[config.mk]
export PLATFORM = sky130hd
export DESIGN_NAME = multicycle_controller
export DESIGN_NICKNAME = d
export VERILOG_FILES = /design/src/rtl/multicycle_controller.sv
export SDC_FILE = /design/constraint.sdc
export NUM_CORES = 1
export LEC_CHECK = 0
export BUFFER_PORTS_ARGS = -buffer_cell sky130_fd_sc_hd__clkbuf_2
export CAP_MARGIN = 20
export CORE_MARGIN = 5
export CORE_UTILIZATION = 43
export DETAILED_ROUTE_END_ITERATION = 8
export HOLD_SLACK_MARGIN = 0.12
export PLACE_DENSITY = 0.78
export SYNTH_ARGS = -nofsm -noshare
export SYNTH_HDL_FRONTEND = slang
export SYNTH_SLANG_ARGS = --single-unit
export TNS_END_PERCENT = 30
[constraint.sdc]
create_clock -name clk -period 1.9 [get_ports clk]
set_input_delay 0.38 -clock clk [delete_from_list [all_inputs] [get_ports clk]]
set_output_delay 0.38 -clock clk [all_outputs]
set_load 0.02 [all_outputs]
[src/rtl/multicycle_controller.sv]
// Main control FSM of the multicycle RV32I core: sequences fetch/decode/execute/writeback
// and drives the datapath mux selects, write enables, immediate format and ALU operation.
module multicycle_controller #(
  parameter int STATE_W = 4
) (
  input  logic               clk,
  input  logic               rst_n,
  input  logic [6:0]         Op,
  input  logic [2:0]         Funct3,
  input  logic               Funct7b5,
  input  logic               Zero,
  input  logic               MemReady,
  output logic               PCWrite,
  output logic               AdrSrc,
  output logic               MemWrite,
  output logic               IRWrite,
  output logic               RegWrite,
  output logic [1:0]         ResultSrc,
  output logic [1:0]         ALUSrcA,
  output logic [1:0]         ALUSrcB,
  output logic [1:0]         ImmSrc,
  output logic [2:0]         ALUControl,
  output logic [STATE_W-1:0] State
);

  // state    | meaning
  // FETCH    | read instruction at PC, PC+4, wait for MemReady
  // DECODE   | OldPC+imm branch target precompute, dispatch on Op
  // MEMADR   | RD1+imm address for lw/sw
  // MEMREAD  | load data read, wait for MemReady
  // MEMWB    | load data -> rd
  // MEMWRITE | single-cycle store strobe
  // EXECUTER | R-type ALU op
  // EXECUTEI | I-type ALU op
  // ALUWB    | ALUOut -> rd
  // BEQ      | compare, PC <- target on Zero
  // JAL      | PC <- target, PC+4 computed for rd
  localparam logic [3:0] S_FETCH    = 4'd0;
  localparam logic [3:0] S_DECODE   = 4'd1;
  localparam logic [3:0] S_MEMADR   = 4'd2;
  localparam logic [3:0] S_MEMREAD  = 4'd3;
  localparam logic [3:0] S_MEMWB    = 4'd4;
  localparam logic [3:0] S_MEMWRITE = 4'd5;
  localparam logic [3:0] S_EXECUTER = 4'd6;
  localparam logic [3:0] S_EXECUTEI = 4'd7;
  localparam logic [3:0] S_ALUWB    = 4'd8;
  localparam logic [3:0] S_BEQ      = 4'd9;
  localparam logic [3:0] S_JAL      = 4'd10;

  localparam logic [6:0] OP_LW  = 7'b0000011;
  localparam logic [6:0] OP_SW  = 7'b0100011;
  localparam logic [6:0] OP_R   = 7'b0110011;
  localparam logic [6:0] OP_I   = 7'b0010011;
  localparam logic [6:0] OP_BEQ = 7'b1100011;
  localparam logic [6:0] OP_JAL = 7'b1101111;

  logic [3:0] state_q, state_d, cur_state;
  logic       pc_w, mem_w, ir_w, reg_w;
  logic [1:0] alu_op;

  always_ff @(posedge clk) begin
    if (!rst_n) state_q <= S_FETCH;
    else        state_q <= state_d;
  end

  // During reset the outputs present FETCH decode regardless of the held state.
  assign cur_state = rst_n ? state_q : S_FETCH;

  always_comb begin
    state_d   = S_FETCH;
    pc_w      = 1'b0;
    mem_w     = 1'b0;
    ir_w      = 1'b0;
    reg_w     = 1'b0;
    AdrSrc    = 1'b0;
    ResultSrc = 2'b00;
    ALUSrcA   = 2'b00;
    ALUSrcB   = 2'b00;
    alu_op    = 2'b00;
    case (cur_state)
      S_FETCH: begin
        ALUSrcB   = 2'b10;
        ResultSrc = 2'b10;
        ir_w      = MemReady;
        pc_w      = MemReady;
        state_d   = MemReady ? S_DECODE : S_FETCH;
      end
      S_DECODE: begin
        ALUSrcA = 2'b01;
        ALUSrcB = 2'b01;
        case (Op)
          OP_LW, OP_SW: state_d = S_MEMADR;
          OP_R:         state_d = S_EXECUTER;
          OP_I:         state_d = S_EXECUTEI;
          OP_BEQ:       state_d = S_BEQ;
          OP_JAL:       state_d = S_JAL;
          default:      state_d = S_FETCH;
        endcase
      end
      S_MEMADR: begin
        ALUSrcA = 2'b10;
        ALUSrcB = 2'b01;
        state_d = (Op == OP_LW) ? S_MEMREAD : S_MEMWRITE;
      end
      S_MEMREAD: begin
        AdrSrc  = 1'b1;
        state_d = MemReady ? S_MEMWB : S_MEMREAD;
      end
      S_MEMWB: begin
        ResultSrc = 2'b01;
        reg_w     = 1'b1;
      end
      S_MEMWRITE: begin
        AdrSrc = 1'b1;
        mem_w  = 1'b1;
      end
      S_EXECUTER: begin
        ALUSrcA = 2'b10;
        alu_op  = 2'b10;
        state_d = S_ALUWB;
      end
      S_EXECUTEI: begin
        ALUSrcA = 2'b10;
        ALUSrcB = 2'b01;
        alu_op  = 2'b10;
        state_d = S_ALUWB;
      end
      S_ALUWB: reg_w = 1'b1;
      S_BEQ: begin
        ALUSrcA = 2'b10;
        alu_op  = 2'b01;
        pc_w    = Zero;
      end
      S_JAL: begin
        ALUSrcA = 2'b01;
        ALUSrcB = 2'b10;
        pc_w    = 1'b1;
        state_d = S_ALUWB;
      end
      default: state_d = S_FETCH;
    endcase
  end

  always_comb begin
    ALUControl = 3'b000;
    case (alu_op)
      2'b01: ALUControl = 3'b001;
      2'b10: begin
        case (Funct3)
          3'b000:  ALUControl = (Op[5] & Funct7b5) ? 3'b001 : 3'b000;
          3'b010:  ALUControl = 3'b101;
          3'b110:  ALUControl = 3'b011;
          3'b111:  ALUControl = 3'b010;
          default: ALUControl = 3'b000;
        endcase
      end
      default: ALUControl = 3'b000;
    endcase
  end

  always_comb begin
    case (Op)
      OP_SW:   ImmSrc = 2'b01;
      OP_BEQ:  ImmSrc = 2'b10;
      OP_JAL:  ImmSrc = 2'b11;
      default: ImmSrc = 2'b00;
    endcase
  end

  assign PCWrite  = pc_w  & rst_n;
  assign MemWrite = mem_w & rst_n;
  assign IRWrite  = ir_w  & rst_n;
  assign RegWrite = reg_w & rst_n;
  assign State    = STATE_W'(state_q);

endmodule

# Yosys cells after proc, flatten, opt, wreduce, memory -nomap -nowiden
# Index checks and enable logic that the tools add are counted.
# op_classes
add_sub_neg,0
n_mul,0
div_mod_pow,0
order_cmp,0
n_eq_ne,21
n_shift,0
mux,19
n_bitwise,5
reduce_logical,11
# op_table
op,count
$pmux W4 S5,2
$eq A4 B3 Y1 const B,4
$pmux W2 S2,4
$eq A7 B6 Y1 const B,2
$eq A7 B7 Y1 const B,2
$eq A4 B4 Y1 const B,3
$pmux W3 S4,1
$reduce_or A2 Y1,6
$eq A4 B2 Y1 const B,2
$eq A7 B2 Y1 const B,1
$eq A7 B5 Y1 const B,1
$eq A3 B3 Y1 const B,2
$mux W1,6
$mux W3,2
$pmux W2 S3,1
$pmux W3 S2,1
$reduce_or A3 Y1,2
$and A1 B1 Y1,5
$eq A4 B1 Y1 const B,1
$logic_not A4 Y1,1
$mux W4,1
$reduce_or A4 Y1,1
$eq A3 B2 Y1 const B,1
$logic_not A3 Y1,1
other kinds (3),3
# totals
register_bits,4
latchBits,0
ram_bits,0
rom_bits,0
input_bits,15
elab_cells,57
memories,0

# Logic depth before layout (Yosys ltp)
# logic_depth
depth_word,6
mapped_depth,7

# Least setup slack after synthesis
# Ideal clock, no wire load.
# synth_path
kind,flip-flop to output port
start,register state_q[1] (netlist: State[1])
end,output port ALUControl[2]
t_arrival_ns,2.034
required_time_ns,1.520
path_slack_ns,-0.514
stages_incl_launch_ff,6
path_buffers,1
cell_sequence,dfxtp_1 -> buf_2 -> nor2b_1 -> and3_1 -> ha_1 -> nor4_1
# synth_via
elab_chain_cells,6
# synth_lines
item,line_no,rtl
"start, declared",57,"logic [3:0] state_q, state_d, cur_state;"
"start signal, assigned",63,else state_q <= state_d;
$mux W4 (*),67,assign cur_state = rst_n ? state_q : S_FETCH;
$eq A4 B3 Y1,80,case (cur_state)
$reduce_or A2 Y1 (no line),-,
$pmux W2 S2 (*),80,
$eq A2 B2 Y1 or $eq A2 B1 Y1 (tied branches),146,case (alu_op)
$pmux W3 S2 (*),146,
"end, declared",22,"output logic [2:0] ALUControl,"
# Every way passes the cells marked *; elsewhere a longest branch is shown, timed or not.

# Final worst setup path
# layout_path
start,register state_q[1] (netlist: State[1])
end,output port ALUControl[0]
# Same word-level chain as after synthesis.

==> out/results.tsv <==
metric	value	unit
synth-edff-count	0	
n_antenna_cell	0	
viasPerCell	5.885	
cap_violations	0	
core	0.001334	sq mm
hold_path_class	input port to flop	
synth-seq-area-share	12.75	%
drt_iter0_markers	13	
dp_slack	-0.03556	ns
ys_async_sr_fraction	0	%
ir_drop	0.2574	mV
track_usage	21.43	%
grt_max_degree	15	
drive_gt1_share	47.52	%
arrival	1.61	ns
largest_reg_flops	4	
post-route-period-util	104.5	%
setup_slack	-0.08635	ns
drc_errors	0	
cts_tree	done	
postLayoutCoreUtil	76.83	%
vias	918	
synth_cell_type_count	37	
startpoint_type	flop	
worstSetupEndpointType	output port	
rsz0062_at_grt	true	
placementRows	13	
routed_wl	2337	um
cts_htree_levels	1	
worst_pin_slew	0.4354	ns
antenna_found_initial	0	
final_nets	160	
fp.dieW	48.22	um
dp_cells	151	
ys_warn_count	0	
io_pins	35	
wl_met2	1186	um
crit_chain	nor2b_4, and3_4, ha_4, nor2b_1, o21ai_1, a21oi_2, clkbuf_8	
period_minus_slack	1.986	ns
post_drt_wl_per_cell	14.98	um
outcome	complete, but fails checks	
finClkSkew	0.007703	ns
path_class	flop to output port	
cts.sinks	4	
finalSetupViolCount	2	
cp_slowest_cell	dfxtp_4	
multiInputGateArea	576.8	sq um
grt_pass1_vias	866	
fmax	503.4	MHz
syn_nets	111	
synth_ff_type	dfxtp_1	
stdcell_count	156	
wl_met3	176	um
fp.dieH	48.22	um
p_per_area	301.8	mW/mm^2
critPathRequiredTime	1.52	ns
maxSlewViolCount	0	
port_buffers	34	
syn_to_final_growth	63.15	%
hold_viol_final	0	
slew-limit-headroom	70.91	%
n_fill_cell	99	
syn_area_per_cell	6.682	sq um
synth-seq-cells	4	
drtAntennaViolNets	0	
top_layer	met4	
path_clk_slew	0.04	ns
clockBufferDepth	2	
violations	setup timing	
wl_met1	889	um
path_max_fanout	4	
seqCellArea	85.08	sq um
p_leak	0.5027	nW
syn-cell-area	628.1	sq um
die_area	0.002325	sq mm
slowest_delay	0.37	ns
hold_buffers	0	
firstDrtPassIters	5	
synthesis.instances	94	
place_hpwl	1668	um
gr-total-overflow	0	
grt_pass1_wl	3512	um
gp_congestion	0.8443	
clock_latency	0.25	ns
numCtsBuffers	3	
start_util	47.09	%
cts-root-buf	clkbuf_4	
-- power breakdown --
| part | internal (mW) | total (mW) | switching (mW) |
|---|---|---|---|
| clock network | 0.0711 | 0.113 | 0.0415 |
| registers | 0.0845 | 0.0858 | 0.00131 |
| logic | 0.0498 | 0.111 | 0.0610 |
-- final cells by class --
type                       instances  share of cell area, %
multi-input combinational         79                  56.29
timing repair buffer              49                  29.18
inverter                           6                  2.198
clock buffer                       3                  2.198
sequential                         4                  8.303
tap                               15                  1.832
-- cells in the mapped netlist (all sizes together) (2+ instances only) --
library cell	number	area [sq um]
nand2	9	33.78
nor2	9	33.78
nor2b	9	56.30
inv	6	22.52
dfxtp	4	80.08
nand3	4	20.02
a21oi	3	15.01
and3	3	18.77
clkbuf	3	11.26
nand2b	3	18.77
nand3b	3	22.52
nand4	3	18.77
nor3b	3	22.52
o21ai	3	15.01
or3	3	23.77
buf	2	10.01
ha	2	25.02
mux2i	2	20.02
o22ai	2	12.51
xor2	2	17.52
-- path summary, 6_finish.rpt --
check             endpoint      from  depth (start not counted)  slack [ns]
min reg2reg       State[2]  State[0]                          3        0.71
max          ALUControl[0]  State[1]                          7       -0.09
max reg2reg       State[2]  State[1]                          4        0.27
min               State[2]  MemReady                          3        0.48
-- stage by stage --
step	area, sq um	setup TNS (ns)	power [mW]	hold WS, ns
6_report	1025	-0.1352	0.3093	0.4797
3_5_place_dp	919.6	-0.03556	0.1934	0.6722
5_1_grt	1025	-0.2934	0.3235	0.5144
3_3_place_gp	919.6	0	0.1909	0.6622
2_1_floorplan	654.4	-0.2550	0.1394	0.5353
4_1_cts	997.2	-0.07443	0.2978	0.4855
-- worst max-delay path: cells and delay by family, from the launching register on --
| kind | cells | cell delay, ns |
|---|---|---|
| AND/OR/NAND/NOR | 3 | 0.47 |
| flip-flops | 1 | 0.37 |
| AO/OA/AOI/OAI | 2 | 0.22 |
| buffers and inverters | 1 | 0.16 |
| adder cells (fa/ha/maj) | 1 | 0.14 |
-- cell usage in the layout, fill, tap and decap left out, types with 2 or more instances in the layout --
cell type,count
nand2b_1,3
mux2i_1,2
clkbuf_2,29
dfxtp_1,2
nand2_1,9
nand3b_1,3
nand4_1,3
o22ai_1,2
o21ai_1,2
nor2b_2,2
a21oi_1,2
and3_1,2
nor3b_1,3
clkbuf_4,3
nand3_1,3
inv_1,6
xor2_1,2
nor2_1,9
buf_4,18
or3_4,2
nor2b_1,6
-- logic make-up (layout without fill, tap and decap cells) --
| group | after synthesis | count (layout) | synth area share (%) |
|---|---|---|---|
| xor+xnor | 3 | 3 | 4.184 |
| simple gates | 55 | 55 | 49.80 |
| compound gates | 17 | 17 | 19.12 |
| flops | 4 | 4 | 12.75 |
| mux | 2 | 2 | 3.187 |
| fa+ha+maj | 2 | 2 | 3.983 |
| buf+inv | 11 | 58 | 6.972 |
-- timing repair --
item,in CTS,in global routing
pin swaps,2,1
gates resized for setup,14,9
setup buffers,1,1
setup endpoints to repair,3,5
-- per-layer routing --
metal / GRT usage [%] / vias up
met3: 4.059 / 10
met4: 15.05 / 0
met1: 21.62 / 424
met2: 38.80 / 49
met5: 0 / -
li1: - / 435
(Power assumes the default switching activity.)
